===== src/rtl/vdp_host_pkg.sv =====
`default_nettype none
// ============================================================================
// Module   : vdp_host_pkg
// Purpose  : Shared constants for the VDP host port. This package holds the
//            register offsets, the address width and the fill FSM state type.
// Revision : 1.0 - initial release
// ============================================================================
package vdp_host_pkg;

  localparam int VDP_ADDR_W = 14;

  localparam logic [2:0] REG_PTR_LO   = 3'd0;
  localparam logic [2:0] REG_PTR_HI   = 3'd1;
  localparam logic [2:0] REG_DATA     = 3'd2;
  localparam logic [2:0] REG_INCR     = 3'd3;
  localparam logic [2:0] REG_FILL_LO  = 3'd4;
  localparam logic [2:0] REG_FILL_HI  = 3'd5;
  localparam logic [2:0] REG_FILL_VAL = 3'd6;
  localparam logic [2:0] REG_STATUS   = 3'd7;

  typedef enum logic [0:0] {
    IDLE = 1'b0,
    FILL = 1'b1
  } fill_state_e;

endpackage
`default_nettype wire


===== src/rtl/vdp_fill_engine.sv =====
`default_nettype none
// ============================================================================
// Module   : vdp_fill_engine
// Purpose  : Block-fill sequencer. It owns the fill count, the IDLE/FILL FSM
//            and the busy flag. It raises 'advance' on every cycle in which
//            the parent must emit one fill write and step the pointer.
// Revision : 1.0 - initial release
// ============================================================================
module vdp_fill_engine
  import vdp_host_pkg::*;
#(
  parameter int CNT_WIDTH = VDP_ADDR_W
) (
  input  logic       write_clk,
  input  logic       reset,
  input  logic       cnt_lo_we,
  input  logic       cnt_hi_we,
  input  logic [7:0] wdata,
  output logic       busy,
  output logic       advance
);

  fill_state_e          state_q, state_d;
  logic [CNT_WIDTH-1:0] cnt_q, cnt_d, cnt_new;

  // State and count registers.
  always_ff @(posedge write_clk or posedge reset) begin
    if (reset) begin
      state_q <= IDLE;
      cnt_q   <= '0;
    end else begin
      state_q <= state_d;
      cnt_q   <= cnt_d;
    end
  end

  // The first write is issued on the trigger cycle itself. The strobes then
  // line up exactly with the cycles in which busy is high.
  always_comb begin
    state_d = state_q;
    cnt_d   = cnt_q;
    advance = 1'b0;
    cnt_new = {wdata[CNT_WIDTH-9:0], cnt_q[7:0]};
    case (state_q)
      IDLE: begin
        if (cnt_lo_we) begin
          cnt_d = {cnt_q[CNT_WIDTH-1:8], wdata};
        end else if (cnt_hi_we) begin
          if (cnt_new != '0) begin
            state_d = FILL;
            advance = 1'b1;
            cnt_d   = cnt_new - CNT_WIDTH'(1);
          end else begin
            cnt_d = cnt_new;
          end
        end
      end
      FILL: begin
        if (cnt_q != '0) begin
          advance = 1'b1;
          cnt_d   = cnt_q - CNT_WIDTH'(1);
        end else begin
          state_d = IDLE;
        end
      end
      default: state_d = IDLE;
    endcase
  end

  assign busy = (state_q == FILL);

endmodule
`default_nettype wire


===== src/rtl/vdp_host_port.sv =====
`default_nettype none
// ============================================================================
// Module   : vdp_host_port
// Purpose  : CPU register interface that produces the VDP memory write
//            stream. It provides an auto-incrementing address pointer, a
//            data port and an optional block-fill engine.
// Config   : define VDP_HOST_FILL_EN to build the fill engine (registers 4-6
//            and the busy flag). Without it, busy is tied to 0.
// Revision : 1.0 - initial release
// ============================================================================
module vdp_host_port
  import vdp_host_pkg::*;
#(
  parameter int ADDR_WIDTH = VDP_ADDR_W,
  parameter int RESET_INCR = 1
) (
  input  logic                  write_clk,
  input  logic                  reset,
  input  logic                  cpu_sel,
  input  logic                  cpu_wr,
  input  logic [2:0]            cpu_reg,
  input  logic [7:0]            cpu_wdata,
  output logic [7:0]            cpu_rdata,
  output logic                  busy,
  output logic [ADDR_WIDTH-1:0] write_addr,
  output logic [7:0]            write_data,
  output logic                  write_enable
);

  localparam int HI_W = ADDR_WIDTH - 8;

  logic [ADDR_WIDTH-1:0] ptr_q, ptr_d, ptr_next;
  logic [ADDR_WIDTH-1:0] write_addr_q, write_addr_d;
  logic [7:0]            incr_q, incr_d;
  logic [7:0]            write_data_q, write_data_d;
  logic [7:0]            cpu_rdata_q, cpu_rdata_d;
  logic                  write_enable_q, write_enable_d;
  logic [7:0]            fill_val;
  logic                  busy_w, fill_adv, wr_ok, rd_req;

  // A write that arrives while busy is dropped. This includes the final
  // fill cycle.
  assign wr_ok    = cpu_sel & cpu_wr & ~busy_w;
  assign rd_req   = cpu_sel & ~cpu_wr;
  assign ptr_next = ptr_q + {{HI_W{1'b0}}, incr_q};

`ifdef VDP_HOST_FILL_EN
  logic [7:0] fill_val_q, fill_val_d;

  // Fill value register.
  always_comb begin
    fill_val_d = fill_val_q;
    if (wr_ok && cpu_reg == REG_FILL_VAL) fill_val_d = cpu_wdata;
  end

  // Fill value storage.
  always_ff @(posedge write_clk or posedge reset) begin
    if (reset) fill_val_q <= 8'h00;
    else       fill_val_q <= fill_val_d;
  end

  vdp_fill_engine #(
    .CNT_WIDTH (ADDR_WIDTH)
  ) u_fill_engine (
    .write_clk (write_clk),
    .reset     (reset),
    .cnt_lo_we (wr_ok && cpu_reg == REG_FILL_LO),
    .cnt_hi_we (wr_ok && cpu_reg == REG_FILL_HI),
    .wdata     (cpu_wdata),
    .busy      (busy_w),
    .advance   (fill_adv)
  );

  assign fill_val = fill_val_q;
`else
  assign fill_adv = 1'b0;
  assign busy_w   = 1'b0;
  assign fill_val = 8'h00;
`endif

  // Pointer/register updates, the write-port output mux and read data select.
  always_comb begin
    ptr_d          = ptr_q;
    incr_d         = incr_q;
    write_enable_d = 1'b0;
    write_addr_d   = write_addr_q;
    write_data_d   = write_data_q;
    cpu_rdata_d    = cpu_rdata_q;

    if (fill_adv) begin
      write_enable_d = 1'b1;
      write_addr_d   = ptr_q;
      write_data_d   = fill_val;
      ptr_d          = ptr_next;
    end else if (wr_ok) begin
      case (cpu_reg)
        REG_PTR_LO: ptr_d  = {ptr_q[ADDR_WIDTH-1:8], cpu_wdata};
        REG_PTR_HI: ptr_d  = {cpu_wdata[HI_W-1:0], ptr_q[7:0]};
        REG_DATA: begin
          write_enable_d = 1'b1;
          write_addr_d   = ptr_q;
          write_data_d   = cpu_wdata;
          ptr_d          = ptr_next;
        end
        REG_INCR:   incr_d = cpu_wdata;
        default:    ;
      endcase
    end

    if (rd_req) begin
      case (cpu_reg)
        REG_PTR_LO:   cpu_rdata_d = ptr_q[7:0];
        REG_PTR_HI:   cpu_rdata_d = 8'(ptr_q >> 8);
        REG_INCR:     cpu_rdata_d = incr_q;
        REG_FILL_VAL: cpu_rdata_d = fill_val;
        REG_STATUS:   cpu_rdata_d = {7'b0, busy_w};
        default:      cpu_rdata_d = 8'h00;
      endcase
    end
  end

  // Architectural state and output registers.
  always_ff @(posedge write_clk or posedge reset) begin
    if (reset) begin
      ptr_q          <= '0;
      incr_q         <= 8'(RESET_INCR);
      write_enable_q <= 1'b0;
      write_addr_q   <= '0;
      write_data_q   <= 8'h00;
      cpu_rdata_q    <= 8'h00;
    end else begin
      ptr_q          <= ptr_d;
      incr_q         <= incr_d;
      write_enable_q <= write_enable_d;
      write_addr_q   <= write_addr_d;
      write_data_q   <= write_data_d;
      cpu_rdata_q    <= cpu_rdata_d;
    end
  end

  assign write_enable = write_enable_q;
  assign write_addr   = write_addr_q;
  assign write_data   = write_data_q;
  assign cpu_rdata    = cpu_rdata_q;
  assign busy         = busy_w;

endmodule
`default_nettype wire


===== config.mk =====
export PLATFORM = sky130hd
export DESIGN_NAME = vdp_host_port
export DESIGN_NICKNAME = d
export VERILOG_FILES = /design/src/rtl/vdp_host_pkg.sv /design/src/rtl/vdp_fill_engine.sv /design/src/rtl/vdp_host_port.sv
export SDC_FILE = /design/constraint.sdc
export NUM_CORES = 1
export LEC_CHECK = 0
export BUFFER_PORTS_ARGS = -buffer_cell sky130_fd_sc_hd__buf_2
export CAP_MARGIN = 0
export CORE_ASPECT_RATIO = 0.8
export CORE_MARGIN = 4
export CORE_UTILIZATION = 56
export DETAILED_ROUTE_END_ITERATION = 10
export PLACE_DENSITY = 0.76
export REMOVE_ABC_BUFFERS = 1
export SKIP_CTS_REPAIR_TIMING = 1
export SLEW_MARGIN = 30
export SYNTH_ARGS = -nofsm -noshare
export SYNTH_HDL_FRONTEND = slang
export SYNTH_SLANG_ARGS = --single-unit

===== constraint.sdc =====
create_clock -name write_clk -period 2.6 [get_ports write_clk]
set_input_delay 0.13 -clock write_clk [delete_from_list [all_inputs] [get_ports write_clk]]
set_output_delay 0.13 -clock write_clk [all_outputs]
set_load 0.02 [all_outputs]

Word-level counts from Yosys, hierarchy flattened
Index checks and enable logic that the tools add are counted.
{"block": "word_totals", "regBits": 53, "elab_cells": 27}
{"block": "classes", "addsub": 1, "n_eq_ne": 3, "n_mux": 4, "bitwise_logic": 5, "reduce_logical": 7}
{"op": "14-bit one-hot mux with 3 select lines", "count": 1}
{"op": "8-bit one-hot mux with 3 select lines", "count": 1}
{"op": "14-bit by 8-bit adder with 14-bit output", "count": 1}
{"op": "3-bit by 2-bit == test with 1-bit output, second input constant", "count": 2}
{"op": "3-bit AND reduction", "count": 2}
{"op": "2-bit AND reduction", "count": 2}
{"op": "2-bit nonzero test", "count": 2}
{"op": "3-bit by 1-bit == test with 1-bit output, second input constant", "count": 1}
{"op": "3-bit logical NOT", "count": 1}
{"op": "1-bit inverter", "count": 3}
{"op": "1-bit bitwise AND", "count": 2}
{"op": "1-bit two-way mux", "count": 2}

Longest topological paths before layout
{"block": "depth", "ltp_word": 3, "ltp_mapped": 7, "depth_no_buf": 7}

Worst setup path after synthesis
OpenSTA, ideal clock, no wires.
{"block": "synth_timing", "path_kind": "register -> register", "startpoint": "register ptr_q[0]", "endpoint": "register ptr_q[8]", "arrival_time_ns": 1.973, "required_time_ns": 2.479, "path_slack_ns": 0.506, "stages_incl_launch_ff": 7, "n_path_buf": 0, "synth_period_minus_slack_ns": 2.094, "cell_sequence": "dfrtp_1 > ha_1 > fa_1 > a211oi_1 > o211ai_1 > a32o_1 > a22o_1"}
{"block": "synth_between", "elab_chain_len": 2}
{"element": "start, declared", "line": "vdp_host_port.sv:32", "text": "logic [ADDR_WIDTH-1:0] ptr_q, ptr_d, ptr_next;"}
{"element": "start signal, assigned", "line": "vdp_host_port.sv:132", "text": "ptr_q <= ptr_d;"}
{"element": "14-bit by 8-bit adder with 14-bit output", "line": "vdp_host_port.sv:45", "text": "assign ptr_next = ptr_q + {{HI_W{1'b0}}, incr_q};"}
{"element": "14-bit one-hot mux with 3 select lines", "line": "vdp_host_port.sv:96", "text": "case (cpu_reg)"}
No other way between the ends.
A chain may end at the register's enable or synchronous reset.

Worst setup path after layout
Ends and elaborated chain as after synthesis.

==> reports/qor.csv <==
metric;value;unit
synthesis.area;0.002714;mm^2
pin_count;47;
status;finished, final reports clean;
worst_r2r_path_depth;6;
path_cells;ha_1 > fa_1 > a211oi_1 > o211ai_1 > a32o_1 > a22o_1;
dp_hpwl;4.740;mm
die_area;0.006031;mm^2
initial_core_util;58.69;%
vias;2087;
diodes;0;
place_area;0.002995;mm^2
crit_path_max_fanout;5;
max_freq;0.4358;GHz
grt_first_pass_wirelength;10.63;mm
port_buffers;45;
clk_latency;0.31;ns
first_global_vias;2156;
drc;0;
critical-path-top-delay-family;compound AO/OA/AOI/OAI gates;
yosys_register_bits;53;
worst-path-buf-inv;0;
seq_area_frac_synth;48.92;%
critPathRequiredTime;2.80;ns
synth_edf_count;0;
critPathArrivalTime;2.49;ns
synth.avg_cell_area;11.45;um^2
max_cap_violations;0;
synthFlopType;dfrtp_1;
hold_depth;3;
fin_crit_sh;88.26;%
holdPathEnd;ptr_q[7]$_DFFE_PP0P_;
max_stage_delay;0.42;ns
drtPass1Iterations;4;
period_minus_slack;2.295;ns
drive_gt1_share;34.97;%
final_area;0.003122;mm^2
ys_warn_count;0;
rr_startpoint;ptr_q[0]$_DFFE_PP0P_;
crit_type;flip-flop to flip-flop;
synth.area.top_cells;dfrtp_1 (48%), mux2_2 (12%), ha_1 (3.7%);
numCtsBuffers;5;
antenna_left;0;
setup_viol_count_final;0;
clockBufferDepth;2;
tns;0;ns
drv_slew;0;
finalPower;0.002413;W
start_kind;flip-flop;
min_path_type;primary input to flip-flop;
grt_max_degree;29;
yosysTopAreaCell;dfrtp_1;
netlist_instances;237;
crit_slowest_cell;dfrtp_1;
chipWidth;85.83;um
rsz0062_at_grt;false;
avgViaCountPerCell;6.032;
grt_overflow_total;0;
drt_iter0_drc;139;
place_congestion;0.8790;
synth_most_common_cell;dfrtp_1;
power.density;772.9;mW/mm^2
synth_cell_types;45;
grt_use_total;22.45;%
ys_async_sr_fraction;100.0;%
finalHoldViolCount;0;
wirelength;6.398;mm
r2r_slack;0.31;ns
power.leakage;1.538;nW
clock_skew;0.008301;ns
yosysTopAreaCellShare;47.95;%
antenna_found_initial;0;
min_from;cpu_wdata[7];
tightestPinTransition;0.7599;ns
nNetsFinal;309;
ctsRootBufferMaster;clkbuf_8;
row_count;22;
slew_headroom;48.95;%
num-fill-cells;366;
cts_max_level;2;
timing.rr.end;ptr_q[8]$_DFFE_PP0P_;
clock_sinks;53;
worstSetupEndpointType;flip-flop;
wire_per_inst;18.49;um
syn_to_final_growth;15.03;%
cts_tree;yes;
die_h;70.27;um
placeableCoreArea;0.004624;mm^2
ir_worst_vdd;547.3;uV
clkTransAtPathRegs;0.09;ns
synthTopCellsByCount;dfrtp_1 (52), mux2_2 (30), nor2_1 (17);
==> sequential cells by signal, summed over array words and instances (netlist names) <==
name / cells
ptr_q: 14
write_addr: 14
cpu_rdata: 8
incr_q: 8
write_data: 8
write_enable: 1
==> placed cells by master, fill, tap and decap left out, types with 2 or more instances in the layout <==
cell      count
xnor2_1       2
buf_2        45
nand2b_1      4
a221oi_1      5
and2_1        2
or2_2         2
mux2i_1       7
a211oi_1      4
clkbuf_8      6
nand2_1      16
nor2_2        2
dfrtp_1      52
a22o_1        9
o31ai_1       4
a22oi_1       6
nor3_1        2
o21ai_0      14
xor2_1        4
o211ai_1      4
nor2b_1       2
mux2_2       30
nand3_1       2
a21oi_1       8
nor2_1       17
a21bo_2       3
ha_1          8
buf_4         5
==> cell families (layout without fill, tap and decap cells) <==
group	Yosys count	count (layout)	share of synthesized area (%)
AND/OR/NAND/NOR	56	56	10.56
multiplexers	37	37	15.03
other	1	1	0.1382
buffers and inverters	12	61	2.352
adder cells (fa/ha/maj)	9	9	4.426
XOR/XNOR	6	6	1.936
flip-flops	53	53	48.92
AO/OA/AOI/OAI	63	63	16.64
==> metal layers <==
metal  vias to the layer above  global-route usage, %  share of wire [%]
met5                         -                      0                  0
met4                         0                  8.260                1.9
met3                        13                  5.307                8.3
met2                        89                  34.83                 45
met1                      1010                  30.62                 44
li1                        975                      -                  -
==> area by class of cell <==
cell class	count	area (um^2)	share of cell area, %
Timing Repair Buffer	51	272.8	8.737
Inverter	2	7.507	0.2405
Sequential cell	53	1328	42.53
Multi-Input combinational cell	172	1323	42.36
Clock buffer	7	86.33	2.766
Tap cell	60	75.07	2.405
Clock inverter	1	30.03	0.9619
==> worst max path at each step <==
stage,depth (start not counted),end,from,slack (ns)
finish,6,ptr_q[8]$_DFFE_PP0P_,ptr_q[0]$_DFFE_PP0P_,0.31
global route,7,ptr_q[10]$_DFFE_PP0P_,ptr_q[0]$_DFFE_PP0P_,0.22
CTS,6,ptr_q[8]$_DFFE_PP0P_,ptr_q[0]$_DFFE_PP0P_,0.31
detailed placement,6,ptr_q[8]$_DFFE_PP0P_,ptr_q[0]$_DFFE_PP0P_,0.33
global placement,6,ptr_q[8]$_DFFE_PP0P_,ptr_q[0]$_DFFE_PP0P_,0.41
floorplan,6,ptr_q[8]$_DFFE_PP0P_,ptr_q[0]$_DFFE_PP0P_,0.51
==> power by group <==
part / internal, W / leakage, nW / switching, W
registers: 0.000966 / 0.688 / 0.000137
logic: 0.000315 / 0.792 / 0.000418
clock network: 0.000314 / 0.0585 / 0.000263
==> tightest hold or removal path, stage by stage <==
cell and delay, ns:
buf_2 0.10, a22oi_1 0.06, o21ai_0 0.07
==> stage by stage <==
step	hold WS [ns]	instances	util, %	worst slack [ns]
after floorplan	0.2297	227	-	0.5057
after global placement	0.2133	337	64.77	0.4066
after detailed placement	0.2237	337	64.77	0.3308
after CTS	-0.1051	345	67.29	0.3114
after global routing	0.08860	346	67.51	0.2209
final	0.08676	346	67.51	0.3053
Note: power is estimated with default switching activity, not from simulation.
